### config.mk
export PLATFORM = sky130hd
export DESIGN_NAME = array_lane_serializer_flat
export DESIGN_NICKNAME = d
export VERILOG_FILES = /design/src/rtl/array_lane_serializer_pkg.sv /design/src/rtl/array_lane_serializer_if.sv /design/src/rtl/array_lane_serializer_prio.sv /design/src/rtl/array_lane_serializer.sv /design/src/flat_wrapper.sv
export SDC_FILE = /design/constraint.sdc
export NUM_CORES = 1
export LEC_CHECK = 0
export ABC_CLOCK_PERIOD_IN_PS = 3000
export CAP_MARGIN = 5
export CORE_ASPECT_RATIO = 2
export CORE_UTILIZATION = 51
export CTS_BUF_LIST = sky130_fd_sc_hd__clkbuf_4 sky130_fd_sc_hd__clkbuf_8
export DETAILED_ROUTE_END_ITERATION = 10
export GPL_ROUTABILITY_DRIVEN = 0
export HOLD_SLACK_MARGIN = 0.15
export PLACE_DENSITY = 0.82
export SYNTH_ARGS = -nofsm -noshare
export SYNTH_HDL_FRONTEND = slang
export SYNTH_SLANG_ARGS = --single-unit
### constraint.sdc
create_clock -name clk -period 3 [get_ports clk]
set_input_delay 0.6 -clock clk [delete_from_list [all_inputs] [get_ports clk]]
set_output_delay 0.6 -clock clk [all_outputs]
set_load 0.05 [all_outputs]
### src/rtl/array_lane_serializer_pkg.sv
// array_lane_pkg: shared FSM state type and lowest-set-bit helper for the lane serializer.
package array_lane_pkg;
    typedef enum logic {IDLE, SEND} state_e;
    function automatic logic [4:0] lowest_set(input logic [31:0] m);
        lowest_set = '0;
        for (int i = 31; i >= 0; i--) lowest_set = m[i] ? 5'(i) : lowest_set;
    endfunction
endpackage

### src/rtl/array_lane_serializer_if.sv
// array_lane_serializer_if: parallel-frame input and serial-beat output bundle.
interface array_lane_serializer_if #(parameter int TEST = 6);
    localparam int DW = TEST + 2;
    localparam int IW = $clog2(TEST);
    logic          in_valid;
    logic          in_ready;
    logic [DW-1:0] in_data [TEST];
    logic          in_mask [TEST];
    logic          out_valid;
    logic          out_ready;
    logic [DW-1:0] out_data;
    logic [IW-1:0] out_idx;
    logic          out_first;
    logic          out_last;
    logic [15:0]   frame_cnt;
    modport master (
        output in_valid, in_data, in_mask, out_ready,
        input  in_ready, out_valid, out_data, out_idx, out_first, out_last, frame_cnt
    );
    modport slave (
        input  in_valid, in_data, in_mask, out_ready,
        output in_ready, out_valid, out_data, out_idx, out_first, out_last, frame_cnt
    );
endinterface

### src/rtl/array_lane_serializer_prio.sv
// lane_prio_enc: combinational priority search returning the lowest enabled lane.
module lane_prio_enc
    import array_lane_pkg::*;
#(
    parameter int N = 6
) (
    input  logic [N-1:0]         mask,
    output logic [$clog2(N)-1:0] idx,
    output logic                 found
);
    localparam int IW = $clog2(N);
    always_comb begin
        idx   = IW'(lowest_set(32'(mask)));
        found = |mask;
    end
endmodule

### src/rtl/array_lane_serializer.sv
// array_lane_serializer: emits the enabled lanes of a parallel frame as serial beats,
// lowest lane first, with back-to-back frame acceptance on the last beat.
module array_lane_serializer
    import array_lane_pkg::*;
#(
    parameter int TEST = 6
) (
    input logic                    clk,
    input logic                    rst,
    array_lane_serializer_if.slave bus
);
    localparam int DW = TEST + 2;
    localparam int IW = $clog2(TEST);

    state_e        state_q, state_d;
    logic [DW-1:0] data_q [TEST];
    logic [DW-1:0] data_d [TEST];
    logic [TEST-1:0] mask_q, mask_d, rem, in_mask_v;
    logic          first_q, first_d;
    logic          rdy_q;
    logic [15:0]   cnt_q, cnt_d;
    logic [IW-1:0] idx;
    logic          found, send, fire, done, accept;

    lane_prio_enc #(.N(TEST)) u_enc (.mask(mask_q), .idx(idx), .found(found));

    always_ff @(posedge clk or posedge rst) begin
        if (rst) begin
            state_q <= IDLE;
            data_q  <= '{default: '0};
            mask_q  <= '0;
            first_q <= 1'b0;
            cnt_q   <= '0;
            rdy_q   <= 1'b0;
        end else begin
            state_q <= state_d;
            data_q  <= data_d;
            mask_q  <= mask_d;
            first_q <= first_d;
            cnt_q   <= cnt_d;
            rdy_q   <= 1'b1;
        end
    end

    // mask_q holds only the lanes still to be sent; the encoder picks the current beat
    always_comb begin
        for (int i = 0; i < TEST; i++) in_mask_v[i] = bus.in_mask[i];
        accept  = bus.in_valid && bus.in_ready;
        fire    = send && bus.out_ready;
        state_d = done ? IDLE : state_q;
        mask_d  = fire ? rem : mask_q;
        first_d = fire ? 1'b0 : first_q;
        cnt_d   = done ? cnt_q + 16'd1 : cnt_q;
        data_d  = data_q;
        if (accept && |in_mask_v) begin
            state_d = SEND;
            mask_d  = in_mask_v;
            first_d = 1'b1;
            data_d  = bus.in_data;
        end
    end

    always_comb begin
        rem           = mask_q & (mask_q - TEST'(1));
        send          = (state_q == SEND) && found;
        done          = send && bus.out_ready && (rem == '0);
        bus.out_valid = send;
        bus.out_data  = data_q[idx];
        bus.out_idx   = idx;
        bus.out_first = send && first_q;
        bus.out_last  = send && (rem == '0);
        bus.in_ready  = rdy_q && ((state_q == IDLE) || done);
        bus.frame_cnt = cnt_q;
    end
endmodule

### src/flat_wrapper.sv
// flat-port wrapper written by rule: the top's interface ports become plain ports
module array_lane_serializer_flat import array_lane_pkg::*;
#(
    parameter int TEST = 6
)
  (clk, rst, bus_in_valid, bus_in_data, bus_in_mask, bus_out_ready, bus_in_ready, bus_out_valid, bus_out_data, bus_out_idx, bus_out_first, bus_out_last, bus_frame_cnt);
  array_lane_serializer_if #(.TEST(TEST)) bus_i ();
  input logic clk;
  input logic rst;
  input wire logic [$bits(bus_i.in_valid)-1:0] bus_in_valid;
  input wire logic [$bits(bus_i.in_data)-1:0] bus_in_data;
  input wire logic [$bits(bus_i.in_mask)-1:0] bus_in_mask;
  input wire logic [$bits(bus_i.out_ready)-1:0] bus_out_ready;
  output wire logic [$bits(bus_i.in_ready)-1:0] bus_in_ready;
  output wire logic [$bits(bus_i.out_valid)-1:0] bus_out_valid;
  output wire logic [$bits(bus_i.out_data)-1:0] bus_out_data;
  output wire logic [$bits(bus_i.out_idx)-1:0] bus_out_idx;
  output wire logic [$bits(bus_i.out_first)-1:0] bus_out_first;
  output wire logic [$bits(bus_i.out_last)-1:0] bus_out_last;
  output wire logic [$bits(bus_i.frame_cnt)-1:0] bus_frame_cnt;
  assign bus_i.in_valid = bus_in_valid;
  assign bus_i.in_data = {>>{bus_in_data}};
  assign bus_i.in_mask = {>>{bus_in_mask}};
  assign bus_i.out_ready = bus_out_ready;
  assign bus_in_ready = bus_i.in_ready;
  assign bus_out_valid = bus_i.out_valid;
  assign bus_out_data = bus_i.out_data;
  assign bus_out_idx = bus_i.out_idx;
  assign bus_out_first = bus_i.out_first;
  assign bus_out_last = bus_i.out_last;
  assign bus_frame_cnt = bus_i.frame_cnt;
  array_lane_serializer #(.TEST(TEST)) u_core (.clk(clk), .rst(rst), .bus(bus_i));
endmodule
# After elaboration in Yosys (flattened, before gate mapping)
# Index checks and enable logic that the tools add are counted.
word_totals:
  mem_count: 0
  mem_bits_rw: 0
  latch_bits: 0
  input_bits: 58
  romBits: 0
  out_inout_bits: 31
  reg_bits: 73
classes:
  shifts: 0
  n_eq_ne: 0
  order_cmp: 1
  addsub: 2
  mux: 15
  n_bitwise: 3
  n_div: 0
  reduce_logical: 14
  mul: 0
ops:
  columns: ["cell", "n"]
  rows:
  - ["8-bit binary-select mux with 3-bit select", 1]
  - ["3-bit 2-to-1 mux", 6]
  - ["16-bit by 1-bit adder with 16-bit output, second input constant", 1]
  - ["8-bit 2-to-1 mux", 2]
  - ["6-bit 2-to-1 mux", 2]
  - ["6-bit OR reduction", 2]
  - ["1-bit logical AND", 8]
  - ["6-bit bitwise AND", 1]
  - ["6-bit logical NOT", 1]
  - ["6-bit by 1-bit subtractor with 6-bit output, second input constant", 1]
  - ["4-bit greater-or-equal comparator, second input constant", 1]
  - ["1-bit 2-to-1 mux", 4]
  - ["3-bit NOT with 4-bit output", 1]
  - ["2-bit nonzero test", 2]
  - ["1-bit logical OR", 1]
  - ["1-bit NOT", 1]

# Logic depth before layout (Yosys ltp)
# Gate-level depths: netlist of run 1.
logic_depth:
  depth_word: 10
  ltp_mapped: 8

# Hierarchy
# Synthesis of run 1 repeated with hierarchy kept, for this count alone.
unflattened:
  cells_unflattened: 270
  area_unflattened_um2: 3708.6
modules_own_cells:
  columns: ["module", "cells_each", "seq_area_each_um2", "n_inst", "area_per_inst_um2"]
  rows:
  - ["array_lane_serializer", 260, 1826.8, 1, 3656.0]
  - ["lane_prio_enc", 10, 0.0, 1, 52.6]

# Least setup slack after synthesis of run 1
# No wires, ideal clock.
synth_timing:
  path_type: "register -> output"
  start: "register u_core.mask_q[1]"
  end: "output bus_out_data[0]"
  stages_incl_launch_ff: 6
  arrival_ns: 2.229
  setup_slack_ns: 0.171
  n_path_buf: 2
  path_cell_list: "dfrtp_1 buf_4 or3_4 nor3b_1 buf_1 mux2_2"
synth_via:
  elab_chain_cells: 6
synth_rtl:
  columns: ["element", "line", "rtl"]
  rows:
  - ["start: declaration", "array_lane_serializer.sv:18", "logic [TEST-1:0] mask_q, mask_d, rem, in_mask_v;"]
  - ["start signal: assignment", "array_lane_serializer.sv:38", "mask_q <= mask_d;"]
  - ["3-bit 2-to-1 mux (2 in series)", "array_lane_serializer_pkg.sv:6", "for (int i = 31; i >= 0; i--) lowest_set = m[i] ? 5'(i) : lowest_set;"]
  - ["net bus_out_idx[2]", "flat_wrapper.sv:17", "output wire logic [$bits(bus_i.out_idx)-1:0] bus_out_idx;"]
  - ["3-bit NOT with 4-bit output (not written as such)", "array_lane_serializer.sv:68", "bus.out_data = data_q[idx];"]
  - ["8-bit binary-select mux with 3-bit select", "array_lane_serializer.sv:68", null]
  - ["8-bit 2-to-1 mux (not written as such) (2 in series)", "array_lane_serializer.sv:68", null]
  - ["end: declaration", "flat_wrapper.sv:16", "output wire logic [$bits(bus_i.out_data)-1:0] bus_out_data;"]
# The timed path passes the listed nets, and every way through them passes these cells. The select of a mux whose other input is x is not followed.

# Final worst setup path of run 1
layout_timing:
  start: "register u_core.mask_q[2]"
  end: "output bus_out_data[5]"
layout_via:
  elab_chain_cells: 7
layout_rtl:
  columns: ["element", "line"]
  rows:
  - ["3-bit 2-to-1 mux (3 in series)", "array_lane_serializer_pkg.sv:6"]
  - ["3-bit NOT with 4-bit output (not written as such)", "array_lane_serializer.sv:68"]
  - ["8-bit binary-select mux with 3-bit select", "array_lane_serializer.sv:68"]
  - ["8-bit 2-to-1 mux (not written as such) (2 in series)", "array_lane_serializer.sv:68"]
# Every way passes these cells. The select of a mux whose other input is x is not followed.

==> results.rst, run 1 <==
.. list-table::
   :header-rows: 1

   * - Metric
     - Value
   * - Core region area
     - 6990 um^2
   * - Hold Path Origin
     - u_core.bus.frame_cnt[15]$_DFFE_PP0P_
   * - Number of DRC violations after detailed-routing iteration 0
     - 94
   * - Mean post-synth cell area
     - 14.6 um^2
   * - Reg2reg end
     - u_core.data_q[7]$_DFFE_PP0P_
   * - Max cap viols
     - 0
   * - Fillcell total
     - 491
   * - Worst Clk Skew
     - 0.00777 ns
   * - Pin slew with the least headroom to its limit
     - 0.928 ns
   * - Max_slew headroom
     - 0.381
   * - Via count of the first global-routing pass
     - 2581
   * - Number of hold-slack violations in the final timing report
     - 0
   * - FP Rows
     - 43
   * - Number of clock sinks
     - 73
   * - Status
     - finished, final reports clean
   * - HPWL after detailed placement
     - 5.20 mm
   * - Post-Synthesis Cell Area
     - 3700 um^2
   * - Number of detailed-route iterations in the first pass
     - 4
   * - Hold Path Cell Cnt
     - 1
   * - Fraction of final layout cells with drive strength greater than 1
     - 0.364
   * - Hold worst-path end
     - u_core.bus.frame_cnt[15]$_DFFE_PP0P_
   * - Chip width
     - 62.2 um
   * - Worst stage delay on the critical path
     - 0.49 ns
   * - Number of library cell types mapped by synthesis
     - 49
   * - Top cell type's share of synthesized area
     - 0.494
   * - Worst-path cell chain
     - o21bai_2 -> a21oi_4 -> clkbuf_16 -> mux4_2 -> mux2_2 -> buf_6
   * - Setup Viol. Count Final
     - 0
   * - Top delay family on crit path
     - multiplexers
   * - Crit-path slowest cell
     - sky130_fd_sc_hd__mux4_2
   * - Reported leakage power
     - 2.30 nW
   * - Total GRT Usage
     - 0.221
   * - Max VDD drop
     - 302 uV
   * - Chip height
     - 122 um
   * - Number of DRC violations after detailed routing
     - 0
   * - Count of yosys warnings during synthesis
     - 0
   * - Count of buffer and inverter cells on the critical path
     - 2
   * - Buffers on Ports
     - 88
   * - Clock-pin slew on the worst setup and hold paths
     - 0.08 ns
   * - Via count
     - 2389
   * - Synth Instances
     - 254
   * - Maximum achievable frequency
     - 340 MHz
   * - Nature of the critical path endpoint
     - primary output
   * - Worst reg2reg setup slack
     - 0.29 ns
   * - Remaining number of nets flagged by the antenna check after routing
     - 0
   * - H-tree depth
     - 3
   * - Fin crit period
     - 2.94 ns
   * - Setup slack of the critical path after layout
     - 0.0614 ns
   * - Data required time of the worst path
     - 2.40 ns
   * - Synthesized net count
     - 313
   * - Leading cell types by total area after synthesis
     - sky130_fd_sc_hd__dfrtp_1 49%, sky130_fd_sc_hd__mux2_4 18%, sky130_fd_sc_hd__mux2_2 6.4%
   * - Routed wirelength normalized by instance count
     - 16.7 um
   * - Source-to-sink clock delay at the later pin of the worst-skew pair
     - 0.37 ns
   * - Ratio of routed vias to standard cells
     - 5.31
   * - Cell type contributing the most total cell area after synthesis
     - sky130_fd_sc_hd__dfrtp_1
   * - Period utilisation layout
     - 0.980
   * - Post-layout total power
     - 1.87 mW
   * - Post-Place Worst Slack
     - 0.201 ns
   * - Setup repair after global routing missed its margin
     - true
   * - Kind of critical path
     - flop to primary output
   * - Flops & latches, synth
     - 73
   * - Number of antenna diodes
     - 0
   * - Clock root cell
     - sky130_fd_sc_hd__clkbuf_8
   * - Kind of path behind the tightest hold check
     - flop to flop
   * - Overall die area
     - 7620 um^2
   * - PD cells
     - 378 nW/um^2
   * - Number of nets in the layout
     - 414
   * - Pin count of the biggest net entering global routing
     - 55
   * - Proportion of synthesized chip area in sequential cells
     - 0.494
   * - Total congestion overflow
     - 0
   * - Clock tree from TritonCTS
     - yes
   * - Startpoint Class
     - flop
   * - Start of the worst register-to-register path
     - u_core.mask_q[4]$_DFFE_PP0P_
   * - Area growth from synthesis to layout
     - 33.6%
   * - Endpoint arrival time on the critical path
     - 2.34 ns
   * - I/O pin total
     - 89
   * - Routed wire length
     - 7.53 mm
   * - Buffer levels on the longest clock path
     - 2
   * - First-pass GRT wire length
     - 12.5 mm
   * - Starting utilization of the core area
     - 0.529
   * - Max Fanout on Critical Path
     - 6
   * - Hold Buf Count CTS
     - 0
   * - FF-to-FF path depth
     - 6
   * - Antenna violations before repair
     - 0
   * - Max-slew violations
     - 0
   * - Number of CTS-inserted buffers
     - 9
[what timing repair did]
action	4_1_cts	5_1_grt
cloned	0	1
buffers inserted	6	4
endpoints found under the setup margin	9	9
gates resized for setup	4	17
pin swaps	0	1
endpoints found under the hold margin	0	0
[per-layer routing]
layer	track usage	vias up	routed length [um]
met1	0.254	1200	2940
li1	-	1114	-
met4	0.103	0	206
met5	0	-	0
met2	0.374	61	4060
met3	0.0688	14	323
[placed cells by master (no fill, tap or decap), types with 2 or more instances in the layout]
| cell | n |
|---|---|
| sky130_fd_sc_hd__clkdlybuf4s50_1 | 75 |
| sky130_fd_sc_hd__dfrtp_1 | 70 |
| sky130_fd_sc_hd__mux2_4 | 47 |
| sky130_fd_sc_hd__mux2_2 | 18 |
| sky130_fd_sc_hd__buf_4 | 13 |
| sky130_fd_sc_hd__nand2_1 | 11 |
| sky130_fd_sc_hd__clkbuf_8 | 9 |
| sky130_fd_sc_hd__xnor2_1 | 8 |
| sky130_fd_sc_hd__mux4_2 | 8 |
| sky130_fd_sc_hd__xor2_1 | 7 |
| sky130_fd_sc_hd__nor2_1 | 6 |
| sky130_fd_sc_hd__buf_6 | 6 |
| sky130_fd_sc_hd__nand4_1 | 5 |
| sky130_fd_sc_hd__inv_1 | 5 |
| sky130_fd_sc_hd__o2bb2ai_1 | 5 |
| sky130_fd_sc_hd__nor3_1 | 4 |
| sky130_fd_sc_hd__and2_1 | 4 |
| sky130_fd_sc_hd__nand3_1 | 4 |
| sky130_fd_sc_hd__o21ai_0 | 4 |
| sky130_fd_sc_hd__and3_1 | 3 |
| sky130_fd_sc_hd__buf_12 | 3 |
| sky130_fd_sc_hd__dfrtp_2 | 3 |
| sky130_fd_sc_hd__a21oi_1 | 2 |
| sky130_fd_sc_hd__and4_1 | 2 |
| sky130_fd_sc_hd__inv_2 | 2 |
| sky130_fd_sc_hd__clkinvlp_4 | 2 |
| sky130_fd_sc_hd__buf_8 | 2 |
[registers in the layout, summed over array words and instances (netlist names)]
| register | count |
|---|---|
| u_core.state_q | 1 |
| u_core.bus.frame_cnt | 16 |
| u_core.first_q | 1 |
| u_core.data_q | 48 |
| u_core.mask_q | 6 |
| u_core.rdy_q | 1 |
[cell type report]
class,count,area [um^2],share of cell area
sequential,73,1830,0.370
multi-input combinational,162,1720,0.349
tap,90,113,0.0228
clock buffer,10,131,0.0266
timing repair buffer,102,1050,0.213
clock inverter,6,67.6,0.0137
inverter,7,26.3,0.00531
[cells in the mapped netlist, drive strengths merged]
master / n
a2111o: 1
a21o: 1
a21oi: 3
a32o: 1
a41o: 1
and2: 5
and3: 3
and4: 2
buf: 11
clkbuf: 1
conb: 1
dfrtp: 73
ha: 1
inv: 7
maj3: 1
mux2: 65
mux4: 8
nand2: 11
nand3: 4
nand4: 5
nor2: 6
nor2b: 2
nor3: 5
nor3b: 1
nor4: 1
o21ai: 6
o21bai: 1
o2bb2ai: 5
o31a: 1
o31ai: 1
o41ai: 1
or2: 1
or3: 2
or4: 1
xnor2: 8
xor2: 7
[through the flow]
step	cell area, um^2	hold WS [ns]	utilization	instances	TNS, ns
4_1_cts	4830	0.483	0.691	445	0
5_1_grt	4940	0.515	0.707	450	-0.00543
6_report	4940	0.480	0.707	450	0
2_1_floorplan	3700	0.441	-	254	0
3_3_place_gp	4580	0.463	0.655	423	0
3_5_place_dp	4580	0.472	0.655	423	0
[logic make-up after synthesis]
kind of cell / Yosys count / synth area share
muxes: 73 / 0.291
other: 1 / 0.00101
and+or+nand+nor: 49 / 0.0737
buffers and inverters: 19 / 0.0480
adders and majority gates: 2 / 0.00642
DFF: 73 / 0.494
xor gates and xnor gates: 15 / 0.0355
AOI/OAI and AO/OA: 22 / 0.0507
[worst max path at each step]
stage / to / start / cells past startpoint / slack, ns
CTS: bus_out_data[1] / u_core.mask_q[4]$_DFFE_PP0P_ / 7 / 0.004
finish: bus_out_data[5] / u_core.mask_q[2]$_DFFE_PP0P_ / 6 / 0.06
global route: bus_out_data[5] / u_core.mask_q[4]$_DFFE_PP0P_ / 7 / -0.005
floorplan: bus_out_data[0] / u_core.mask_q[1]$_DFFE_PP0P_ / 5 / 0.17
detailed placement: u_core.data_q[39]$_DFFE_PP0P_ / bus_out_ready / 5 / 0.20
global placement: u_core.data_q[28]$_DFFE_PP0P_ / bus_in_mask[1] / 5 / 0.24
[report_power, final]
| group | total, mW | switching [mW] | internal [mW] |
|---|---|---|---|
| Sequential | 0.984 | 0.000524 | 0.984 |
| Combinational | 0.107 | 0.0364 | 0.0709 |
| Clock | 0.776 | 0.381 | 0.396 |
| Total | 1.87 | 0.417 | 1.45 |
No activity file was read; power rests on OpenSTA's default activity.
==> run 2: changes to the inputs <==
--- a/config.mk
+++ b/config.mk
@@ -5,15 +5,16 @@
 export SDC_FILE = /design/constraint.sdc
 export NUM_CORES = 1
 export LEC_CHECK = 0
+export ABC_AREA = 1
 export ABC_CLOCK_PERIOD_IN_PS = 3000
 export CAP_MARGIN = 5
 export CORE_ASPECT_RATIO = 2
-export CORE_UTILIZATION = 51
+export CORE_UTILIZATION = 52
 export CTS_BUF_LIST = sky130_fd_sc_hd__clkbuf_4 sky130_fd_sc_hd__clkbuf_8
 export DETAILED_ROUTE_END_ITERATION = 10
 export GPL_ROUTABILITY_DRIVEN = 0
 export HOLD_SLACK_MARGIN = 0.15
-export PLACE_DENSITY = 0.82
+export PLACE_DENSITY = 0.83
 export SYNTH_ARGS = -nofsm -noshare
 export SYNTH_HDL_FRONTEND = slang
 export SYNTH_SLANG_ARGS = --single-unit
==> run 2 against run 1 <==
Die area grew 0.16%. Critical path depth is the same. Via count grew 55%. First-iteration DRC count grew to 2.9 times the previous value. Total power grew to 3.3 times the previous value. Register-to-register slack gained 0.52 ns. Wire length grew 36%.
==> results.rst, run 2 <==
.. list-table::
   :header-rows: 1

   * - Metric
     - Value
   * - Buffers on Ports
     - 88 (unchanged)
   * - Total congestion overflow
     - 0 (unchanged)
   * - H-tree depth
     - 3 (unchanged)
   * - Buffer levels on the longest clock path
     - 2 (unchanged)
   * - Fraction of final layout cells with drive strength greater than 1
     - 0.0725 (-0.291)
   * - Source-to-sink clock delay at the later pin of the worst-skew pair
     - 0.35 ns (-0.02 ns)
   * - Max Fanout on Critical Path
     - 5 (-1)
   * - Kind of path behind the tightest hold check
     - flop to flop
   * - Startpoint Class
     - flop
   * - FF-to-FF path depth
     - 10 (+4)
   * - Number of DRC violations after detailed-routing iteration 0
     - 274 (+190%)
   * - Period utilisation layout
     - 0.959 (-0.0210)
   * - Reported leakage power
     - 2.48 nW (+7.8%)
   * - Cells after DPL
     - 668 (+58%)
   * - Number of enable-type register cells in the synthesized netlist
     - 0 (unchanged)
   * - Ratio of routed vias to standard cells
     - 5.43 (+2.3%)
   * - Number of hold-slack violations in the final timing report
     - 0 (unchanged)
   * - Total GRT Usage
     - 0.294 (+0.0735)
   * - Non-filler cells, final
     - 683 (+52%)
   * - Chip height
     - 123 um (about the same)
   * - Most frequent cell on the critical path
     - sky130_fd_sc_hd__nand2_1
   * - Number of CTS-inserted buffers
     - 9 (unchanged)
   * - Number of DRC violations after detailed routing
     - 0 (unchanged)
   * - Mean post-synth cell area
     - 7.48 um^2 (-49%)
   * - Setup repair after global routing missed its margin
     - false
   * - Number of antenna diodes
     - 0 (unchanged)
   * - Overall die area
     - 7630 um^2 (+0.16%)
   * - Reg2reg end
     - u_core.data_q[10]$_DFFE_PP0P_
   * - Routed wirelength normalized by instance count
     - 15.0 um (-11%)
   * - Nature of the critical path endpoint
     - primary output
   * - Via count
     - 3709 (+55%)
   * - Prevailing post-synth register cell
     - sky130_fd_sc_hd__dfrtp_1
   * - Pin count of the biggest net entering global routing
     - 54 (-1.8%)
   * - Status
     - finished, final reports clean
   * - Kind of critical path
     - flop to primary output
   * - HPWL after detailed placement
     - 7.39 mm (+42%)
   * - Post-Place Worst Slack
     - 0.504 ns (+0.303 ns)
   * - Synthesized net count
     - 564 (+80%)
   * - Fin crit period
     - 2.88 ns (-0.0629 ns)
   * - Max-slew violations
     - 0 (unchanged)
   * - Via count of the first global-routing pass
     - 3803 (+47%)
   * - Most common library cell in the layout ignoring fill and taps
     - sky130_fd_sc_hd__nand2_1
   * - Count of yosys warnings during synthesis
     - 0 (unchanged)
   * - Clock tree from TritonCTS
     - yes
   * - Highest-count cells in the layout ignoring fill and taps
     - 199 x sky130_fd_sc_hd__nand2_1, 81 x sky130_fd_sc_hd__nand3_1, 78 x sky130_fd_sc_hd__clkdlybuf4s50_1
   * - Fillcell total
     - 572 (+16%)
   * - First-pass GRT wire length
     - 17.2 mm (+37%)
   * - Flops & latches, synth
     - 73 (unchanged)
   * - Number of library cell types mapped by synthesis
     - 25 (-49%)
   * - Number of clock sinks
     - 73 (unchanged)
   * - Max FFs per register
     - 48 (unchanged)
   * - Setup Viol. Count Final
     - 0 (unchanged)
   * - Data required time of the worst path
     - 2.40 ns (about the same)
   * - Hold Buf Count CTS
     - 0 (unchanged)
   * - Cell type contributing the most total cell area after synthesis
     - sky130_fd_sc_hd__dfrtp_1
   * - Core region area
     - 6990 um^2 (unchanged)
   * - Register with the highest flop count
     - u_core.data_q
   * - Number of detailed-route iterations in the first pass
     - 5 (+1)
   * - Chip width
     - 62.3 um (about the same)
   * - Hold Path Origin
     - u_core.data_q[6]$_DFFE_PP0P_
   * - Routed wire length
     - 10.2 mm (+36%)
   * - Starting utilization of the core area
     - 0.540 (+0.0113)
   * - Leading cell types by total area after synthesis
     - sky130_fd_sc_hd__dfrtp_1 48%, sky130_fd_sc_hd__nand2_1 20%, sky130_fd_sc_hd__nand3_1 11%
   * - Maximum achievable frequency
     - 348 MHz (+2.2%)
   * - Hold Path Cell Cnt
     - 2 (+1)
   * - Proportion of synthesized chip area in sequential cells
     - 0.483 (-0.0103)
   * - Worst-path cell chain
     - nor2_2 -> nand2_1 -> nand2_1 -> nand3_1 -> nor3_1 -> clkdlybuf4s50_1
   * - Clock-pin slew on the worst setup and hold paths
     - 0.07 ns (about the same)
   * - Most frequent cell after synthesis
     - sky130_fd_sc_hd__nand2_1
   * - Area growth from synthesis to layout
     - 31.9%
   * - Number of nets in the layout
     - 648 (+57%)
   * - Post-CTS Setup Inserts
     - 0 (-6)
   * - Max cap viols
     - 0 (unchanged)
   * - Post-Synthesis Cell Area
     - 3780 um^2 (+2.1%)
   * - Remaining number of nets flagged by the antenna check after routing
     - 0 (unchanged)
   * - Post-layout total power
     - 6.19 mW (+230%)
   * - PD cells
     - 1240 nW/um^2 (+230%)
   * - Asr flop ratio synth
     - 1.00 (unchanged)
   * - I/O pin total
     - 89 (unchanged)
   * - Top cell type's share of synthesized area
     - 0.483 (-0.0103)
   * - Sum of negative setup slack
     - 0 ns (unchanged)
   * - FP Rows
     - 43 (unchanged)
   * - Worst Clk Skew
     - 0.00813 ns (+0.000352 ns)
   * - Clock root cell
     - sky130_fd_sc_hd__clkbuf_8
   * - Max VDD drop
     - 1230 uV (+310%)
   * - Worst stage delay on the critical path
     - 0.83 ns (+0.34 ns)
   * - Crit-path slowest cell
     - sky130_fd_sc_hd__clkdlybuf4s50_1
   * - Setup slack of the critical path after layout
     - 0.124 ns (+0.0629 ns)
   * - Antenna violations before repair
     - 0 (unchanged)
   * - Commonest cells in the synthesized netlist
     - 199 x sky130_fd_sc_hd__nand2_1, 81 x sky130_fd_sc_hd__nand3_1, 73 x sky130_fd_sc_hd__dfrtp_1
   * - Start of the worst register-to-register path
     - u_core.mask_q[0]$_DFFE_PP0P_
   * - Cells resized by post-CTS repair
     - 0 (-4)
   * - Hold worst-path end
     - u_core.data_q[6]$_DFFE_PP0P_
   * - Endpoint arrival time on the critical path
     - 2.28 ns (-0.06 ns)
   * - Pin slew with the least headroom to its limit
     - 0.731 ns (-0.197 ns)
   * - Minimum hold slack
     - 0.481 ns (+0.00150 ns)
   * - Synth Instances
     - 505 (+99%)
   * - Worst reg2reg setup slack
     - 0.81 ns (+0.52 ns)
   * - Max_slew headroom
     - 0.512 (+0.131)
==> run 2: changes by cell type after synthesis, moves of 17 or more <==
cell                      before  now
sky130_fd_sc_hd__nand3_1       4   81
sky130_fd_sc_hd__nand2_1      11  199
sky130_fd_sc_hd__mux2_4       44    0
sky130_fd_sc_hd__nor2_1        6   32
sky130_fd_sc_hd__mux2_2       21    0
sky130_fd_sc_hd__o21ai_0       4   21
sky130_fd_sc_hd__inv_1         6   33
==> run 2: report_power, final <==
group	total (mW)	switching, mW	leakage (nW)	internal [mW]
logic	3.75	2.32	1.46	1.43
registers	1.70	0.310	0.916	1.39
clock network	0.743	0.349	0.0998	0.394
==> run 2: worst max-delay path by stage <==
stage | start | to | slack (ns) | depth (start not counted)
2_1_floorplan | u_core.mask_q[0]$_DFFE_PP0P_ | bus_out_data[1] | 0.04 | 7
3_3_place_gp | u_core.mask_q[0]$_DFFE_PP0P_ | bus_out_last | 0.61 | 6
3_5_place_dp | u_core.mask_q[0]$_DFFE_PP0P_ | bus_out_last | 0.50 | 6
4_1_cts | u_core.mask_q[0]$_DFFE_PP0P_ | bus_out_last | 0.11 | 6
5_1_grt | u_core.mask_q[0]$_DFFE_PP0P_ | bus_out_last | 0.04 | 6
6_report | u_core.mask_q[0]$_DFFE_PP0P_ | bus_out_last | 0.12 | 6
==> run 2: cell type report <==
cell class,count,area (um^2),share of cell area
Clock inverter,4,45.0,0.00903
Tap cell,90,113,0.0226
Sequential cell,73,1830,0.366
Multi-Input combinational cell,374,1680,0.337
Inverter,35,131,0.0263
Timing Repair Buffer,96,1050,0.211
Clock buffer,11,139,0.0278
==> run 2: per-layer routing <==
| layer | routed length [um] | GRT usage |
|---|---|---|
| met1 | 3590 | 0.308 |
| met4 | 556 | 0.209 |
| met2 | 5620 | 0.525 |
| met3 | 448 | 0.0539 |
| met5 | 0 | 0 |
==> run 2: cells by family (layout without fill, tap and decap cells) <==
family                   after synthesis  count (layout)  share of synthesized area
other                                  1               1                   0.000992
XOR/XNOR                              12              12                     0.0278
AO/OA/AOI/OAI                         24              24                     0.0354
flip-flops                            73              73                      0.483
AND/OR/NAND/NOR                      336             336                      0.377
adder cells (fa/ha/maj)                1               1                    0.00331
buffers and inverters                 58             146                     0.0725
==> run 2: metrics by stage <==
| step | util | area [um^2] |
|---|---|---|
| 2_1_floorplan | - | 3780 |
| 3_3_place_gp | 0.687 | 4800 |
| 3_5_place_dp | 0.687 | 4800 |
| 4_1_cts | 0.713 | 4990 |
| 5_1_grt | 0.713 | 4990 |
| 6_report | 0.713 | 4990 |
==> run 2: critical path, delay by kind of cell, from the launching register on <==
| family | cells | cell delay [ns] |
|---|---|---|
| buffers and inverters | 1 | 0.83 |
| and+or+nand+nor | 5 | 0.66 |
| DFF | 1 | 0.43 |
